--- src/rtl/z_core_mem_arbiter_if.sv ---
// Simple memory-port bundle (req/payload out, rdata/ready/busy back) shared by the
// arbiter's requester ports (slave side) and its memory-facing port (master side).
interface z_core_mem_arbiter_if #(
  parameter int DATA_WIDTH = 32,
  parameter int ADDR_WIDTH = 32,
  parameter int STRB_WIDTH = DATA_WIDTH / 8
);
  logic                  req;
  logic                  wen;
  logic [ADDR_WIDTH-1:0] addr;
  logic [DATA_WIDTH-1:0] wdata;
  logic [STRB_WIDTH-1:0] wstrb;
  logic [DATA_WIDTH-1:0] rdata;
  logic                  ready;
  logic                  busy;

  modport master (
    output req, wen, addr, wdata, wstrb,
    input  rdata, ready, busy
  );

  modport slave (
    input  req, wen, addr, wdata, wstrb,
    output rdata, ready
  );
endinterface

--- src/rtl/z_core_mem_arbiter.sv ---
// Two-requester arbiter in front of the single axil_master memory port.
// Tie policy: Z_CORE_MEM_ARB_RR_EN defined = round-robin, undefined = port 0 priority.
module z_core_mem_arbiter #(
  parameter int DATA_WIDTH = 32,
  parameter int ADDR_WIDTH = 32,
  parameter int STRB_WIDTH = DATA_WIDTH / 8
) (
  input  logic                 clk,
  input  logic                 reset,
  z_core_mem_arbiter_if.slave  s0,
  z_core_mem_arbiter_if.slave  s1,
  z_core_mem_arbiter_if.master m,
  output logic [1:0]           arb_owner
);

  typedef enum logic [3:0] {
    IDLE  = 4'b0001,
    ISSUE = 4'b0010,
    WAIT  = 4'b0100,
    RESP  = 4'b1000
  } state_t;

  state_t state, state_nx;
  logic   grant;
  logic   win1;
  logic   tie1;
  logic   last_grant;

`ifdef Z_CORE_MEM_ARB_RR_EN
  assign tie1 = ~last_grant;
`else
  logic unused_last_grant;
  assign tie1              = 1'b0;
  assign unused_last_grant = last_grant;
`endif

  // Port 1 wins when it is alone, or on a tie that the policy hands to it.
  assign win1 = s1.req & (~s0.req | tie1);

  always_ff @(posedge clk) begin
    if (reset) state <= IDLE;
    else       state <= state_nx;
  end

  always_comb begin
    state_nx = state;
    grant    = 1'b0;
    m.req    = 1'b0;
    s0.ready = 1'b0;
    s1.ready = 1'b0;
    case (state)
      IDLE: begin
        if ((s0.req | s1.req) && !m.busy) begin
          grant    = 1'b1;
          state_nx = ISSUE;
        end
      end
      ISSUE: begin
        m.req    = 1'b1;
        state_nx = WAIT;
      end
      WAIT: begin
        if (m.ready) state_nx = RESP;
      end
      RESP: begin
        s0.ready = arb_owner[0];
        s1.ready = arb_owner[1];
        state_nx = IDLE;
      end
      default: state_nx = IDLE;
    endcase
  end

  // Payload, owner and per-port read data registers.
  always_ff @(posedge clk) begin
    if (reset) begin
      m.wen      <= 1'b0;
      m.addr     <= '0;
      m.wdata    <= '0;
      m.wstrb    <= '0;
      s0.rdata   <= '0;
      s1.rdata   <= '0;
      arb_owner  <= 2'b00;
      last_grant <= 1'b1;
    end else begin
      if (grant) begin
        m.wen     <= win1 ? s1.wen   : s0.wen;
        m.addr    <= win1 ? s1.addr  : s0.addr;
        m.wdata   <= win1 ? s1.wdata : s0.wdata;
        m.wstrb   <= win1 ? s1.wstrb : s0.wstrb;
        arb_owner <= win1 ? 2'b10 : 2'b01;
      end
      if (state == WAIT && m.ready) begin
        if (arb_owner[1]) s1.rdata <= m.rdata;
        else              s0.rdata <= m.rdata;
      end
      if (state == RESP) begin
        last_grant <= arb_owner[1];
        arb_owner  <= 2'b00;
      end
    end
  end

endmodule

--- src/flat_wrapper.sv ---
// flat-port wrapper written by rule: the top's interface ports become plain ports
module z_core_mem_arbiter_flat 
#(
  parameter int DATA_WIDTH = 32,
  parameter int ADDR_WIDTH = 32,
  parameter int STRB_WIDTH = DATA_WIDTH / 8
)
  (clk, reset, arb_owner, s0_req, s0_wen, s0_addr, s0_wdata, s0_wstrb, s0_rdata, s0_ready, s1_req, s1_wen, s1_addr, s1_wdata, s1_wstrb, s1_rdata, s1_ready, m_req, m_wen, m_addr, m_wdata, m_wstrb, m_rdata, m_ready, m_busy);
  z_core_mem_arbiter_if #(.DATA_WIDTH(DATA_WIDTH), .ADDR_WIDTH(ADDR_WIDTH), .STRB_WIDTH(STRB_WIDTH)) s0_i ();
  z_core_mem_arbiter_if #(.DATA_WIDTH(DATA_WIDTH), .ADDR_WIDTH(ADDR_WIDTH), .STRB_WIDTH(STRB_WIDTH)) s1_i ();
  z_core_mem_arbiter_if #(.DATA_WIDTH(DATA_WIDTH), .ADDR_WIDTH(ADDR_WIDTH), .STRB_WIDTH(STRB_WIDTH)) m_i ();
  input  logic clk;
  input  logic reset;
  output logic [1:0] arb_owner;
  input wire logic [$bits(s0_i.req)-1:0] s0_req;
  input wire logic [$bits(s0_i.wen)-1:0] s0_wen;
  input wire logic [$bits(s0_i.addr)-1:0] s0_addr;
  input wire logic [$bits(s0_i.wdata)-1:0] s0_wdata;
  input wire logic [$bits(s0_i.wstrb)-1:0] s0_wstrb;
  output wire logic [$bits(s0_i.rdata)-1:0] s0_rdata;
  output wire logic [$bits(s0_i.ready)-1:0] s0_ready;
  input wire logic [$bits(s1_i.req)-1:0] s1_req;
  input wire logic [$bits(s1_i.wen)-1:0] s1_wen;
  input wire logic [$bits(s1_i.addr)-1:0] s1_addr;
  input wire logic [$bits(s1_i.wdata)-1:0] s1_wdata;
  input wire logic [$bits(s1_i.wstrb)-1:0] s1_wstrb;
  output wire logic [$bits(s1_i.rdata)-1:0] s1_rdata;
  output wire logic [$bits(s1_i.ready)-1:0] s1_ready;
  output wire logic [$bits(m_i.req)-1:0] m_req;
  output wire logic [$bits(m_i.wen)-1:0] m_wen;
  output wire logic [$bits(m_i.addr)-1:0] m_addr;
  output wire logic [$bits(m_i.wdata)-1:0] m_wdata;
  output wire logic [$bits(m_i.wstrb)-1:0] m_wstrb;
  input wire logic [$bits(m_i.rdata)-1:0] m_rdata;
  input wire logic [$bits(m_i.ready)-1:0] m_ready;
  input wire logic [$bits(m_i.busy)-1:0] m_busy;
  assign s0_i.req = s0_req;
  assign s0_i.wen = s0_wen;
  assign s0_i.addr = s0_addr;
  assign s0_i.wdata = s0_wdata;
  assign s0_i.wstrb = s0_wstrb;
  assign s0_rdata = s0_i.rdata;
  assign s0_ready = s0_i.ready;
  assign s1_i.req = s1_req;
  assign s1_i.wen = s1_wen;
  assign s1_i.addr = s1_addr;
  assign s1_i.wdata = s1_wdata;
  assign s1_i.wstrb = s1_wstrb;
  assign s1_rdata = s1_i.rdata;
  assign s1_ready = s1_i.ready;
  assign m_req = m_i.req;
  assign m_wen = m_i.wen;
  assign m_addr = m_i.addr;
  assign m_wdata = m_i.wdata;
  assign m_wstrb = m_i.wstrb;
  assign m_i.rdata = m_rdata;
  assign m_i.ready = m_ready;
  assign m_i.busy = m_busy;
  z_core_mem_arbiter #(.DATA_WIDTH(DATA_WIDTH), .ADDR_WIDTH(ADDR_WIDTH), .STRB_WIDTH(STRB_WIDTH)) u_core (.clk(clk), .reset(reset), .s0(s0_i), .s1(s1_i), .m(m_i), .arb_owner(arb_owner));
endmodule
--- config.mk ---
export PLATFORM = sky130hd
export DESIGN_NAME = z_core_mem_arbiter_flat
export DESIGN_NICKNAME = d
export VERILOG_FILES = /design/src/rtl/z_core_mem_arbiter_if.sv /design/src/rtl/z_core_mem_arbiter.sv /design/src/flat_wrapper.sv
export SDC_FILE = /design/constraint.sdc
export NUM_CORES = 1
export LEC_CHECK = 0
export CORE_ASPECT_RATIO = 1.25
export CORE_MARGIN = 10
export CORE_UTILIZATION = 30
export CTS_BUF_LIST = sky130_fd_sc_hd__clkbuf_8 sky130_fd_sc_hd__clkbuf_16
export DETAILED_ROUTE_END_ITERATION = 6
export GPL_TIMING_DRIVEN = 0
export SLEW_MARGIN = 15
export SYNTH_ARGS = -nofsm -noshare
export SYNTH_HDL_FRONTEND = slang
export SYNTH_SLANG_ARGS = --single-unit
--- constraint.sdc ---
create_clock -name clk -period 3.7 [get_ports clk]
set_input_delay 0.555 -clock clk [delete_from_list [all_inputs] [get_ports clk]]
set_output_delay 0.555 -clock clk [all_outputs]
set_load 0.01 [all_outputs]
==> out/summary.txt <==
Outcome -> finished, final reports clean
EDFF count, synth -> 0
Die Area -> 26300 µm²
Dpl cell area -> 9530 µm²
Worst R2R Setup Slack -> 1440 ps
CTS max path bufs -> 2
Core area -> 20000 µm²
Crit end category -> output pin
Post-Route Setup TNS -> 0 ps
Syn nets -> 774
Post-Syn Area per Cell -> 10.1 µm²
Ys flop type -> dfxtp_1
Sequence of cells on the critical path -> clkbuf_1 > nor4b_1 > and2_1 > clkdlybuf4s50_1
CP required -> 3140 ps
Worst reg2reg path endpoint -> u_core.m.wdata[21]$_SDFFE_PP0P_
Fin nets -> 1105
Share of cells above drive strength 1 -> 5.31%
GPL Wtd Cong -> 0.776
Die X -> 147 µm
Unrepaired setup endpoints after global routing -> false
Worst slew margin -> 42.8%
Setup violators final -> 0
Die H -> 179 µm
Max_cap viols -> 0
Synth Cell Area -> 6060 µm²
Mean number of vias per cell -> 4.61
Synth Warn # -> 0
Synth area leader -> dfxtp_1
P_leak -> 0.00373 µW
Hold_sp -> u_core.s0.rdata[30]$_SDFFE_PP0P_
Clk pin slew, worst setup/hold paths -> 60 ps
Post-synthesis sequential area ratio -> 45.9%
PortBufs -> 312
HPWL after DPL -> 18900 µm
Fill cell count -> 1918
Area contributors post-synth -> dfxtp_1, mux2i_1, nand2b_1
Routed len/inst -> 19.5 µm
CP max-delay cell -> nor4b_1
Final Max Tran Viols -> 0
Vias in the first global route -> 6072
Hold crit path type -> reg2reg
Worst-Skew Late Latency -> 420 ps
TritonCTS buffer count -> 17
Post-CTS Setup Repair Bufs -> 0
Antenna Nets Post-Route -> 0
Post-route DRC -> 0
Slew of the pin with the lowest slew margin -> 856 ps
CTS sink cnt -> 139
Count of different cell masters after synthesis -> 32
Pre-CTS setup slack -> 952 ps
Pwr dens -> 397 nW/µm²
Global Route Usage Sum -> 17.4%
Starting Density -> 30.3%
IO Pins -> 314
Synth Register Bits -> 139
Hold Path Depth -> 2
Tot Pwr -> 4010 µW
Area Growth Syn to Fin -> 66.6%
Top-area cell type share of the netlist area -> 45.9%
Post-CTS sizing -> 0
Post-Layout Inst Area -> 10100 µm²
GRT overflow -> 0
Critical R2R Launch -> u_core.state[1]$_SDFFE_PP0P_
Clk_skew -> 4.18 ps
Root Driver -> clkbuf_16
Cts hold-fix bufs -> 0
Routed WL -> 23600 µm
Drt pass-1 iters -> 4
CP max FO -> 10
DR iter-0 viols -> 177
Pin count of the biggest net entering global routing -> 17
Antenna violations before repair -> 1
Hold Vio Cnt, Final -> 0
Arr. time, crit path -> 2520 ps
Register area -> 2780 µm²
Post-route minimum period -> 3070 ps
Hold EP -> u_core.s0.rdata[30]$_SDFFE_PP0P_
Worst VDD drop -> 0.000328 V
Async set or reset register ratio after synthesis -> 0%
Combined area of the multi-input logic cells -> 3030 µm²
Inserted Diodes -> 0
Worst path bufs/invs -> 2
Setup WS post-layout -> 628 ps
R2R cell count -> 5
Routed vias -> 5590
Mapped Cells -> 598
CTS tree -> yes
Global-route wire length before repair -> 35600 µm
Worst path max stage delay -> 570 ps
H-tree Lvls -> 4
CP top delay family -> buffers and inverters
Final worst-path cycle share -> 83.0%
Kind of critical path -> reg2out
FMAX -> 326 MHz
Setup crit start kind -> flop
Rows -> 58
-- final cells by class --
cell class                      instances  share of cell area, %
Buffer                                 59                   2.46
Clock buffer                           17                   4.21
Clock inverter                         15                   1.50
Multi-Input combinational cell        400                   30.0
Sequential cell                       139                   27.5
Tap cell                              270                   3.34
Timing Repair Buffer                  312                   30.9
-- through the flow --
stage          hold slack (ps)  cells  utilization (%)
6_report                   469   1212             50.4
5_1_grt                    490   1212             50.4
4_1_cts                    477   1212             50.4
3_5_place_dp               463   1180             47.6
3_3_place_gp               460   1180             47.6
2_1_floorplan              493    598                -
-- metal layers --
layer	GRT usage [%]	wire length (µm)
met5	0	13
met3	8.28	2270
met2	29.6	11400
met1	18.8	9510
met4	5.62	359
-- worst max path at each step --
stage                                 start                         endpoint  slack [ps]  cells after the start
2_1_floorplan                        m_busy  u_core.m.wdata[26]$_SDFFE_PP0P_        1830                      6
3_3_place_gp                         s1_req  u_core.m.wdata[13]$_SDFFE_PP0P_         950                      6
3_5_place_dp                         s1_req  u_core.m.wdata[13]$_SDFFE_PP0P_         950                      6
4_1_cts        u_core.state[3]$_SDFFE_PP0P_                         s0_ready         560                      4
5_1_grt        u_core.state[3]$_SDFFE_PP0P_                         s0_ready         430                      4
6_report       u_core.state[3]$_SDFFE_PP0P_                         s1_ready         630                      4
-- Yosys cell counts (2+ instances only) --
| master | count |
|---|---|
| nand2_1 | 2 |
| a21oi_1 | 69 |
| dfxtp_1 | 139 |
| buf_2 | 13 |
| nor2_1 | 4 |
| mux2i_1 | 133 |
| nor3_1 | 3 |
| buf_1 | 2 |
| nor2b_1 | 2 |
| nand2b_1 | 98 |
| and2_1 | 3 |
| a211oi_1 | 69 |
| clkbuf_1 | 42 |
-- placed cells by master (no fill, tap or decap), types with 3 or more instances in the layout --
| master | netlist | final |
|---|---|---|
| clkdlybuf4s50_1 | 0 | 312 |
| dfxtp_1 | 139 | 139 |
| mux2i_1 | 133 | 133 |
| nand2b_1 | 98 | 98 |
| a21oi_1 | 69 | 69 |
| a211oi_1 | 69 | 69 |
| clkbuf_1 | 42 | 42 |
| clkbuf_16 | 0 | 17 |
| buf_2 | 13 | 13 |
| nor2_1 | 4 | 4 |
| clkinv_4 | 0 | 4 |
| clkinv_2 | 0 | 4 |
| nor3_1 | 3 | 3 |
| and2_1 | 3 | 3 |
-- where the power goes --
group	total, µW	internal [µW]	switching, µW
clock	1680	991	685
sequential	1610	1570	41.4
combinational	720	411	309
-- state kept, by name, indices dropped and copies added, names as in the netlist --
name              flops
u_core.arb_owner      2
u_core.m.addr        32
u_core.m.wdata       32
u_core.m.wen          1
u_core.m.wstrb        4
u_core.s0.rdata      32
u_core.s1.rdata      32
u_core.state          4
-- kinds of logic after synthesis --
family | share of synthesized area (%)
multiplexers | 22.0
flip-flops | 45.9
AND/OR/NAND/NOR | 12.9
AO/OA/AOI/OAI | 15.0
buffers and inverters | 4.11
XOR/XNOR | 0.144
-- worst register-to-register path, stage by stage, from the launching register on --
cell and delay (ps):
dfxtp_1 290, clkbuf_1 190, nor4b_2 810, clkbuf_1 450, a21oi_1 160, a211oi_1 260
Power figures use the tool's default switching activity.
